==> config.mk <==
export PLATFORM = sky130hd
export DESIGN_NAME = uart_tx_arbiter
export DESIGN_NICKNAME = d
export VERILOG_FILES = /design/src/rtl/uart_pkg.sv /design/src/rtl/uart_tx_arbiter_rr_pick.sv /design/src/rtl/uart_tx_arbiter.sv
export SDC_FILE = /design/constraint.sdc
export NUM_CORES = 1
export LEC_CHECK = 0
export ABC_AREA = 1
export BUFFER_PORTS_ARGS = -buffer_cell sky130_fd_sc_hd__buf_2
export CAP_MARGIN = 10
export CORE_MARGIN = 5
export CORE_UTILIZATION = 43
export CTS_BUF_LIST = sky130_fd_sc_hd__clkbuf_2 sky130_fd_sc_hd__clkbuf_4 sky130_fd_sc_hd__clkbuf_8
export DETAILED_ROUTE_END_ITERATION = 10
export PLACE_DENSITY = 0.77
export SETUP_SLACK_MARGIN = 0.2
export SYNTH_ARGS = -nofsm -noshare
export SYNTH_HDL_FRONTEND = slang
export SYNTH_HIERARCHICAL = 1
export SYNTH_SLANG_ARGS = --single-unit
==> constraint.sdc <==
create_clock -name clk -period 1.9 [get_ports clk]
set_clock_uncertainty 0.15 [all_clocks]
set_input_delay 0.095 -clock clk [delete_from_list [all_inputs] [get_ports clk]]
set_output_delay 0.095 -clock clk [all_outputs]
set_load 0.05 [all_outputs]
==> src/rtl/uart_pkg.sv <==
// Shared UART constants: arbiter FSM encoding plus the oversample and frame
// geometry that the transmitter and its arbiter both rely on.
package uart_pkg;

  typedef enum logic [1:0] {
    IDLE  = 2'b00,
    START = 2'b01,
    WAIT  = 2'b10
  } arb_state_t;

  localparam int OVERSAMPLE = 16;
  localparam int DATA_BITS  = 8;
  localparam int START_BITS = 1;
  localparam int STOP_BITS  = 1;
  localparam int FRAME_BITS = START_BITS + DATA_BITS + STOP_BITS;

  // s_tick periods needed to put one complete 8N1-style frame on the line
  function automatic int frame_ticks(input int data_bits);
    return (START_BITS + data_bits + STOP_BITS) * OVERSAMPLE;
  endfunction

endpackage

==> src/rtl/uart_tx_arbiter_rr_pick.sv <==
// Combinational round-robin picker: first set request searching from the
// position after the last owner, wrapping modulo N_REQ.
module rr_pick
  import uart_pkg::*;
#(
  parameter int N_REQ = 4,
  parameter int IW    = (N_REQ > 1) ? $clog2(N_REQ) : 1
) (
  input  logic [N_REQ-1:0] i_req,
  input  logic [IW-1:0]    i_last,
  output logic             o_any,
  output logic [IW-1:0]    o_idx
);

  logic [IW-1:0] w_cand;

  always_comb begin
    o_any  = 1'b0;
    o_idx  = '0;
    w_cand = '0;
    // k runs last+1 .. last+N_REQ, so the previous owner is considered last
    for (int k = 1; k <= N_REQ; k++) begin
      w_cand = IW'((int'(i_last) + k) % N_REQ);
      if (!o_any && i_req[w_cand]) begin
        o_any = 1'b1;
        o_idx = w_cand;
      end
    end
  end

endmodule

==> src/rtl/uart_tx_arbiter.sv <==
// Round-robin arbiter sharing one UART transmitter among N_REQ producers.
// Optional WAIT watchdog enabled by defining UART_TX_ARB_WDOG_EN.
module uart_tx_arbiter
  import uart_pkg::*;
#(
  parameter int N_REQ       = 4,
  parameter int n           = 8,
  parameter int WDOG_CYCLES = 200000
) (
  input  logic                     clk,
  input  logic                     reset,
  input  logic [N_REQ-1:0]         req,
  input  logic [N_REQ*n-1:0]       din,
  output logic [N_REQ-1:0]         gnt,
  output logic [N_REQ-1:0]         done,
  output logic                     busy,
  output logic [$clog2(N_REQ)-1:0] owner,
  output logic                     tx_start,
  output logic [n-1:0]             tx_din,
  input  logic                     tx_done_tick,
  output logic                     timeout
);

  localparam int IW = $clog2(N_REQ);

  arb_state_t       r_state;
  arb_state_t       w_state_nxt;
  logic [IW-1:0]    r_last;
  logic [IW-1:0]    r_owner;
  logic [N_REQ-1:0] r_gnt;
  logic [N_REQ-1:0] r_done;
  logic             r_busy;
  logic             r_tx_start;
  logic [n-1:0]     r_tx_din;
  logic             w_any;
  logic [IW-1:0]    w_idx;
  logic             w_expire;
  logic             w_accept;
  logic             w_release;

  rr_pick #(
    .N_REQ(N_REQ),
    .IW   (IW)
  ) u_pick (
    .i_req (req),
    .i_last(r_last),
    .o_any (w_any),
    .o_idx (w_idx)
  );

`ifdef UART_TX_ARB_WDOG_EN
  localparam int WDOG_W = $clog2(WDOG_CYCLES + 1);

  logic [WDOG_W-1:0] r_wdog;
  logic              r_timeout;

  // A done tick in the expiry cycle takes precedence over the abort
  assign w_expire = (r_state == WAIT) && !tx_done_tick &&
                    (r_wdog == WDOG_W'(WDOG_CYCLES));

  always_ff @(posedge clk) begin
    if (reset) begin
      r_wdog    <= '0;
      r_timeout <= 1'b0;
    end else begin
      r_timeout <= w_expire;
      if (r_state != WAIT) r_wdog <= '0;
      else if (!w_expire)  r_wdog <= r_wdog + 1'b1;
    end
  end

  assign timeout = r_timeout;
`else
  logic w_unused_wdog;

  assign w_unused_wdog = ^32'(WDOG_CYCLES);
  assign w_expire      = 1'b0;
  assign timeout       = 1'b0;
`endif

  always_ff @(posedge clk) begin
    if (reset) r_state <= IDLE;
    else       r_state <= w_state_nxt;
  end

  always_comb begin
    w_state_nxt = r_state;
    case (r_state)
      IDLE:    if (w_any) w_state_nxt = START;
      START:   w_state_nxt = WAIT;
      WAIT:    if (tx_done_tick || w_expire) w_state_nxt = IDLE;
      default: w_state_nxt = IDLE;
    endcase
  end

  always_comb begin
    w_accept  = (r_state == IDLE) && w_any;
    w_release = (r_state == WAIT) && (tx_done_tick || w_expire);
  end

  always_ff @(posedge clk) begin
    if (reset) begin
      r_gnt      <= '0;
      r_done     <= '0;
      r_busy     <= 1'b0;
      r_tx_start <= 1'b0;
      r_tx_din   <= '0;
      r_owner    <= '0;
      r_last     <= IW'(N_REQ - 1);
    end else begin
      r_gnt      <= '0;
      r_done     <= '0;
      r_tx_start <= 1'b0;
      if (w_accept) begin
        r_gnt      <= N_REQ'(1) << w_idx;
        r_tx_start <= 1'b1;
        r_tx_din   <= din[w_idx*n +: n];
        r_owner    <= w_idx;
        r_busy     <= 1'b1;
      end
      if (w_release) begin
        r_busy <= 1'b0;
        r_last <= r_owner;
        if (tx_done_tick) r_done <= N_REQ'(1) << r_owner;
      end
    end
  end

  assign gnt      = r_gnt;
  assign done     = r_done;
  assign busy     = r_busy;
  assign owner    = r_owner;
  assign tx_start = r_tx_start;
  assign tx_din   = r_tx_din;

endmodule

# Word level (Yosys, flattened, before mapping)
# Index checks and enable logic that the tools add are counted.
# W data, S select, Z words.
# word_totals
ff_bits,24
word_cells,59
# op_classes
n_reduce_logical,13
n_shift,3
eq_ne,4
magnitude_cmp,4
n_mux,20
n_addsub,4
bitwise,3
# ops
op,n
$shiftx A32 B6 Y8,1
$lt A2 B3 Y1 const B,4
$mux W2,6
$mux W1,9
$bmux W1 S2,4
$shl A1 B2 Y4 const A,2
$pmux W2 S3,1
$logic_and A1 B1 Y1,5
$add A2 B1 Y2 const B,2
$add A2 B2 Y2 const B,2
$ne A2 B2 Y1 const B,2
$reduce_or A2 Y1,2
$logic_not A1 Y1,3
$not A1 Y1,3
$reduce_or A3 Y1,1
$eq A2 B1 Y1 const B,1
$eq A2 B2 Y1 const B,1
$logic_not A2 Y1,1
$reduce_and A2 Y1,1

# Longest topological paths before layout
# Gate-level depths: netlist of the first run.
# depth
depth_word,16
depth_mapped,16
ltp_nobuf,13

# Hierarchy
# The synthesis of the first run kept the hierarchy.
# by_module_without_submodules
module,cells_each,seq_area_each_um2,instances,area_each_um2
uart_tx_arbiter,143,480.5,1,1036.0
rr_pick,49,0.0,1,290.3

# Worst setup path after synthesis of the first run
# No wires, ideal clock.
# synth_path
path_kind,register to register
from,register r_last[0]
to,register r_tx_din[2] (netlist: tx_din[2])
arrival_ns,1.587
synth_period_minus_slack_ns,1.850
path_buffers,3
path_stages_with_launch,17
slack_ns,0.050
path_cell_list,dfxtp_1 buf_6 inv_6 nand2_2 nand2_1 nand2_1 nand2_2 nor2_4 nand3b_1 nand3_1 buf_4 inv_4 buf_6 nand2_1 nand3_1 nand3_2 nand2_1
# synth_via
elab_chain_cells,14
word_cells_on_any_way,28
# synth_lines
element,line_no,rtl
from (decl),uart_tx_arbiter.sv:28,logic [IW-1:0] r_last;
from (signal assigned),uart_tx_arbiter.sv:109,r_last <= IW'(N_REQ - 1);
from (signal assigned),uart_tx_arbiter.sv:123,r_last <= r_owner;
$add A2 B1 Y2,uart_tx_arbiter_rr_pick.sv:23,w_cand = IW'((int'(i_last) + k) % N_REQ);
$bmux W1 S2,uart_tx_arbiter_rr_pick.sv:24,if (!o_any && i_req[w_cand]) begin
$mux W1 (implied by the code),uart_tx_arbiter_rr_pick.sv:24,
$mux W1,uart_tx_arbiter_rr_pick.sv:24,
$logic_not A1 Y1,uart_tx_arbiter_rr_pick.sv:24,
$logic_and A1 B1 Y1,uart_tx_arbiter_rr_pick.sv:24,
$mux W1,uart_tx_arbiter_rr_pick.sv:24,
$logic_not A1 Y1,uart_tx_arbiter_rr_pick.sv:24,
$logic_and A1 B1 Y1,uart_tx_arbiter_rr_pick.sv:24,
$mux W1,uart_tx_arbiter_rr_pick.sv:24,
$logic_not A1 Y1,uart_tx_arbiter_rr_pick.sv:24,
$logic_and A1 B1 Y1,uart_tx_arbiter_rr_pick.sv:24,
$mux W2 *,uart_tx_arbiter_rr_pick.sv:24,
via w_idx[0],uart_tx_arbiter.sv:36,logic [IW-1:0] w_idx;
$shiftx A32 B6 Y8 *,uart_tx_arbiter.sv:117,r_tx_din <= din[w_idx*n +: n];
to (signal assigned),uart_tx_arbiter.sv:117,
to (decl),uart_tx_arbiter.sv:34,logic [n-1:0] r_tx_din;
# Mark *: on every way through the listed nets, which the timed path passes. The rest lies on a longest branch. The select of a mux whose other input is x is not followed.
# A chain may end at the register's enable or synchronous reset.

# Worst setup path in the final report of the first run
# layout_path
from,register r_last[0]
to,register r_tx_din[4] (netlist: tx_din[4])
# Same word-level chain as after synthesis.

==> run_results.csv, run 1 <==
group,metric,value,unit
outcome,status,"complete, but fails checks",
outcome,failed_checks,"negative setup slack",
clocking,cts_max_level,1,
logic_synthesis,ys_async_sr_fraction,0,
route,drt-total-wl,5400,um
cells_and_area,multi_input_area,870,sq um
sta,rsz0062_at_grt,"true",
logic_synthesis,synth_top_area_share,0.362,
placed_design,dp_slack,-56.4,ps
setup_path,crit_cells,13,
logic_synthesis,yosysSeqAreaShare,0.362,
clocking,cts-root-buf,"clkbuf_4",
logic_synthesis,synth_edf_count,0,
global_route,grt_first_pass_wirelength,7790,um
die,rows,20,
route,vias,1858,
clocking,tritoncts,"yes",
logic_synthesis,postSynthCellCount,192,
clocking,clk_path_buf_depth,2,
global_route,grt_pass1_vias,1776,
logic_synthesis,syn_nets,231,
placed_design,dpl_cell_area,0.00168,sq mm
route,firstDrtPassIters,7,
global_route,top_usage_layer,"met2",
clocking,clkLatencyLatePin,320,ps
sta,finalHoldViolCount,0,
global_route,grt_max_degree,19,
global_route,antenna_found_initial,0,
sta,worst_slack,-84.2,ps
die,dieWidth,65.5,um
setup_path,required,2030,ps
placed_design,gp_congestion,0.857,
cells_and_area,fin_util,0.777,
power,ir_drop,742,uV
logic_synthesis,synth_area_per_cell,6.91,sq um
flow_run,cap_violations,0,
setup_path,critPathArrivalTime,2120,ps
clocking,clk_pin_slew,140,ps
hold_path,holdCritPathClass,"flop to flop",
clocking,numCtsBuffers,3,
die,dieHeight,65.5,um
logic_synthesis,ys_ff_latch,24,
setup_path,reg2reg_depth,13,
logic_synthesis,yosysMostFrequentCell,"nand2_1",
setup_path,regToRegEndpoint,"tx_din[4]$_SDFFE_PP0P_",
route,wl_per_cell,16.1,um
setup_path,cp_slowest_cell,"dfxtp_4",
die,core,0.00300,sq mm
logic_synthesis,ys_top_cells_by_count,"nand2_1 (69), nand3_1 (28), dfxtp_1 (24), nor2_1 (15), nand2_2 (11)",
cells_and_area,layout.nets,342,
setup_path,cp-endpoint,"tx_din[4]$_SDFFE_PP0P_",
logic_synthesis,yosys-top-cells-area,"dfxtp_1 (36%), nand2_1 (20%), nand3_1 (11%)",
global_route,grt_use_met3,0.0530,
die,die_area,0.00429,sq mm
logic_synthesis,synth.distinct_cells,25,
power,leakage,1.21,nW
sta,finalSetupViolCount,10,
placed_design,dp_cells,285,
power,powerDensity,1000,mW/mm^2
cells_and_area,regArea,488,sq um
setup_path,reg2reg_slack,-80,ps
cells_and_area,design_area,0.00233,sq mm
setup_path,reg2reg_from,"r_last[0]$_SDFFE_PP1P_",
global_route,met1_usage,0.249,
logic_synthesis,synth.largest_area_cell,"dfxtp_1",
logic_synthesis,synth_warnings,6,
cells_and_area,finalNonFillerCells,335,
die,ios,60,
sta,fmax,0.504,GHz
route,ant_nets,0,
cells_and_area,num-fill-cells,181,
sta,fin_crit_sh,1.04,
sta,period_needed,1980,ps
setup_path,crit_chain,"inv_8, nand2_2, nand2_2, nand2_4, nand2_4, nor2_4, nand4_1, nand3_4, buf_6, nand2_1, nand3_1, nand3_1, nand2_1",
global_route,grtUsageMet2,0.412,
sta,maxSlewViolCount,0,
global_route,grt.total_usage,0.237,
route,drc_errors,0,
logic_synthesis,syn-cell-area,0.00133,sq mm
setup_path,criticalPathCategory,"flop to flop",
setup_path,cp-end-kind,"flop",
logic_synthesis,synthFlopType,"dfxtp_1",
cells_and_area,drive_above_1_share,0.480,
setup_path,path_max_fanout,8,
placed_design,dp_hpwl,2600,um
die,initial_core_util,0.442,
setup_path,worstPathBufferInverterCount,2,
clocking,numClockSinks,24,
setup_path,startpoint,"r_last[0]$_SDFFE_PP1P_",
setup_path,cpPeakStageDelay,450,ps
setup_path,cp_top_family,"simple AND/OR/NAND/NOR gates",
setup_path,cp-start-kind,"flop",
cells_and_area,antenna_cells,0,
route,drt_iter0_drc,150,
route,vias_per_cell,5.55,
placed_design,portBuffers,58,
cells_and_area,area_delta_synth_final,75.8,%
global_route,overflow,0,
[state kept, by name, indices dropped and copies added (netlist names)]
signal,count
busy,1
done,4
gnt,4
owner,2
r_last,2
r_state,2
tx_din,8
tx_start,1
[layer usage]
layer / vias up / wire (um) / share of wire
met5: - / 0 / 0
met4: 0 / 391 / 0.072
met3: 50 / 449 / 0.083
met2: 139 / 2760 / 0.51
met1: 837 / 1800 / 0.33
li1: 832 / - / -
[worst min-delay path by stage]
| stage | startpoint | end | slack, ps | depth (start not counted) |
|---|---|---|---|---|
| final | tx_din[3]$_SDFFE_PP0P_ | tx_din[3]$_SDFFE_PP0P_ | 310 | 2 |
| after global routing | tx_din[2]$_SDFFE_PP0P_ | tx_din[2]$_SDFFE_PP0P_ | 320 | 2 |
| after CTS | req[2] | busy$_SDFFE_PP0P_ | 230 | 7 |
| after detailed placement | reset | r_state[0]$_SDFFE_PP0P_ | 190 | 2 |
| after global placement | reset | r_state[0]$_SDFFE_PP0P_ | 180 | 2 |
| after floorplan | reset | r_state[0]$_SDFFE_PP0P_ | 20 | 1 |
[metrics by stage]
| step | TNS (ps) | total power, mW | hold slack [ps] |
|---|---|---|---|
| global route | -1550 | 2.45 | 320 |
| finish | -438 | 2.34 | 309 |
| global placement | -38.2 | 1.61 | 185 |
| floorplan | 0 | 1.41 | 17.4 |
| detailed placement | -345 | 1.62 | 189 |
| CTS | 0 | 2.13 | 225 |
[cell usage in the layout (no fill, tap or decap), types with 2 or more instances in the layout]
cell           synthesis  routed
a21oi_2                0       2
buf_2                  1      58
buf_4                  3      14
buf_6                  2       6
clkbuf_4               0       3
dfxtp_1               24      22
dfxtp_4                0       2
dlygate4sd3_1          0      34
inv_1                  7       4
inv_2                  1       2
inv_4                  1       2
inv_8                  0       2
nand2_1               69      51
nand2_2               11      25
nand2_4                5       9
nand3_1               28      19
nand3_2                2      10
nand4_1                5       5
nor2_1                15      13
nor2_2                 2       4
nor2_4                 2       2
nor3_1                 2       2
o21ai_0                3       2
[area by class of cell]
type	instances	share of cell area
Multi-Input combinational cell	151	0.373
Timing Repair Buffer	113	0.353
Sequential cell	24	0.209
Inverter	10	0.0247
Tap cell	33	0.0177
Clock inverter	1	0.0129
Clock buffer	3	0.00966
[cells by family after synthesis]
kind of cell | synth area share
AOI/OAI and AO/OA | 0.0358
buffers and inverters | 0.0830
DFF | 0.362
other | 0.00283
and+or+nand+nor | 0.516
[tightest hold or removal path: cells and delay by family, from the launching register on]
kind / cells / cell delay, ps
simple gates: 2 / 100
flops: 1 / 330
[report_power, final]
| part | total, mW | switching, mW | internal, mW |
|---|---|---|---|
| combinational | 1.31 | 0.847 | 0.459 |
| clock | 0.379 | 0.165 | 0.214 |
| sequential | 0.657 | 0.0628 | 0.594 |
[repair_timing]
item,4_1_cts,5_1_grt
setup buffers,4,7
gates resized for setup,17,33
hold buffers,34,0
pin swaps,6,13
gates cloned,1,0
setup endpoints to repair,14,15
hold endpoints to repair,19,0
Power figures use the tool's default switching activity.
==> inputs of run 2 (changes only) <==
--- a/config.mk
+++ b/config.mk
@@ -9,12 +9,11 @@
 export BUFFER_PORTS_ARGS = -buffer_cell sky130_fd_sc_hd__buf_2
 export CAP_MARGIN = 10
 export CORE_MARGIN = 5
-export CORE_UTILIZATION = 43
+export CORE_UTILIZATION = 45
 export CTS_BUF_LIST = sky130_fd_sc_hd__clkbuf_2 sky130_fd_sc_hd__clkbuf_4 sky130_fd_sc_hd__clkbuf_8
 export DETAILED_ROUTE_END_ITERATION = 10
-export PLACE_DENSITY = 0.77
+export PLACE_DENSITY = 0.78
 export SETUP_SLACK_MARGIN = 0.2
 export SYNTH_ARGS = -nofsm -noshare
 export SYNTH_HDL_FRONTEND = slang
-export SYNTH_HIERARCHICAL = 1
 export SYNTH_SLANG_ARGS = --single-unit
==> run 2 against run 1 <==
Via count is 1.3% lower. Non-clock buffer count is 25 lower. Critical endpoint is now tx_din[6]$_SDFFE_PP0P_. Maximum frequency is 7.2% higher. Global-route usage is 3.4 points lower. Cell count is 9.0% higher. The flow now finishes without violations. Combinational power is 8% higher. Sequential cell count stayed put. Critical path depth is 2 higher.
==> run_results.csv, run 2 <==
group,metric,value,unit
route,drc_errors,0,
clocking,numClockSinks,24,
cells_and_area,design_area,0.00239,sq mm
cells_and_area,drive_above_1_share,0.467,
route,wl_met3,490,um
route,wl_met1,1820,um
logic_synthesis,synth_edf_count,0,
die,ios,60,
logic_synthesis,yosysSeqAreaShare,0.314,
flow_run,cap_violations,0,
logic_synthesis,ys_async_sr_fraction,0,
logic_synthesis,synth_warnings,0,
power,ir_drop,835,uV
hold_path,min_from,"din[10]",
route,drt_iter0_drc,181,
setup_path,path_max_fanout,8,
outcome,status,"completed",
route,wl_per_cell,13.7,um
clocking,cts-root-buf,"clkbuf_4",
route,vias,1833,
die,dieHeight,68.3,um
setup_path,crit_top_cell,"nand2_4",
route,highest_layer,"met4",
setup_path,cp-start-kind,"flop",
sta,worst_slack,48.8,ps
sta,rsz0062_at_grt,"true",
route,drt-total-wl,5020,um
global_route,grt_first_pass_wirelength,7240,um
clocking,clk_pin_slew,140,ps
cells_and_area,fin_util,0.721,
cells_and_area,area_delta_synth_final,55.9,%
placed_design,portBuffers,58,
logic_synthesis,synth.largest_area_cell,"dfxtp_1",
route,firstDrtPassIters,4,
clocking,cts_max_level,1,
clocking,tritoncts,"yes",
placed_design,dp_cells,337,
setup_path,startpoint,"r_last[0]$_SDFFE_PP1P_",
die,dieWidth,68.3,um
power,leakage,1.31,nW
cells_and_area,mostFrequentLayoutCells,"buf_2 (58), nand2_1 (53), inv_1 (35), nand3_1 (28), dfxtp_1 (22)",
setup_path,crit_chain,"buf_6, nand2_4, nand2_4, nand2_2, nand2_4, nand2_4, nand2_4, nand2_2, nand2_4, buf_6, nand3_2, nand3_1, nand2_1, nand2_1, nand2_1",
logic_synthesis,ys_ff_latch,24,
placed_design,gp_congestion,0.834,
sta,period_needed,1850,ps
hold_path,holdCritPathClass,"primary input to flop",
sta,finalHoldViolCount,0,
sta,finalSetupViolCount,0,
global_route,grt.total_usage,0.203,
setup_path,reg2reg_from,"r_last[0]$_SDFFE_PP1P_",
logic_synthesis,synth_top_area_share,0.314,
cells_and_area,finalNonFillerCells,365,
cells_and_area,antenna_cells,0,
setup_path,cp-end-kind,"flop",
route,vias_per_cell,5.02,
logic_synthesis,synthFlopType,"dfxtp_1",
sta,tns,0,ps
cells_and_area,multi_input_area,0.00101,sq mm
sta,maxSlewViolCount,0,
logic_synthesis,yosysMostFrequentCell,"nand2_1",
die,initial_core_util,0.463,
cells_and_area,num-fill-cells,263,
clocking,clk_path_buf_depth,2,
power,p_total,2.34,mW
logic_synthesis,syn-cell-area,0.00153,sq mm
sta,fmax,0.540,GHz
setup_path,worstPathBufferInverterCount,2,
logic_synthesis,synth_area_per_cell,6.57,sq um
logic_synthesis,ys_top_cells_by_count,"nand2_1 (67), nand3_1 (42), inv_1 (39), dfxtp_1 (24), nand2_2 (17)",
setup_path,criticalPathCategory,"flop to flop",
logic_synthesis,postSynthCellCount,233,
sta,fin_crit_sh,0.974,
die,die_area,0.00467,sq mm
clocking,numCtsBuffers,3,
setup_path,critPathArrivalTime,1930,ps
setup_path,cpPeakStageDelay,440,ps
global_route,grt_max_degree,14,
global_route,antenna_found_initial,0,
route,wl_met2,2550,um
setup_path,cp_slowest_cell,"dfxtp_4",
route,ant_nets,0,
clocking,clkLatencyLatePin,310,ps
cells_and_area,largest_reg_flops,8,
cells_and_area,regArea,488,sq um
die,core,0.00331,sq mm
global_route,grt_pass1_vias,1717,
cells_and_area,layout.nets,359,
logic_synthesis,synth.distinct_cells,22,
placed_design,dp_hpwl,2790,um
placed_design,dpl_cell_area,0.00186,sq mm
placed_design,dp_slack,-68.9,ps
global_route,overflow,0,
sta,timing.hold.ws,3.49,ps
power,powerDensity,981,mW/mm^2
die,rows,21,
logic_synthesis,yosys-top-cells-area,"dfxtp_1 (31%), nand2_1 (16%), nand3_1 (14%)",
cells_and_area,final_common_cell,"buf_2",
logic_synthesis,syn_nets,272,
setup_path,cp_top_family,"simple AND/OR/NAND/NOR gates",
setup_path,required,1980,ps
run 2: final timing paths:
check	end	slack (ps)	cells after the start
hold reg to reg	tx_din[0]$_SDFFE_PP0P_	310	2
hold / removal	tx_din[2]$_SDFFE_PP0P_	3	5
setup / recovery	tx_din[6]$_SDFFE_PP0P_	50	15
setup reg to reg	tx_din[6]$_SDFFE_PP0P_	50	15
run 2: cell type report:
| cell class | count | area share |
|---|---|---|
| clock buffer | 4 | 0.0152 |
| inverter | 43 | 0.0760 |
| multi-input combinational | 160 | 0.423 |
| sequential | 24 | 0.204 |
| tap | 46 | 0.0241 |
| timing repair buffer | 88 | 0.257 |
run 2: cells by family after synthesis:
group / synth area share
and+or+nand+nor: 0.490
buffers and inverters: 0.158
DFF: 0.314
AOI/OAI and AO/OA: 0.0351
other: 0.00245
run 2: what timing repair did:
action / in CTS / in global routing
resized for setup: 31 / 38
setup endpoints to repair: 15 / 14
endpoints found under the hold margin: 8 / 0
pin swaps: 18 / 15
buffers inserted: 10 / 1
hold buffers: 12 / 0
cloned: 1 / 0
run 2: power breakdown:
part | internal, mW | switching (mW) | leakage, nW
clock network | 0.117 | 0.151 | 0.0210
logic | 0.509 | 0.913 | 1.09
registers | 0.595 | 0.0579 | 0.197
total | 1.22 | 1.12 | 1.31
run 2: metal layers:
metal / GRT usage / vias to the layer above
li1: - / 888
met1: 0.235 / 816
met2: 0.363 / 111
met3: 0.0427 / 18
met4: 0.0744 / 0
met5: 0 / -
run 2: worst min-delay path, stage by stage:
cell     delay, ps
buf_2           80
nand3_1         60
nand3_1         80
nand3_1         70
nand2_1         50
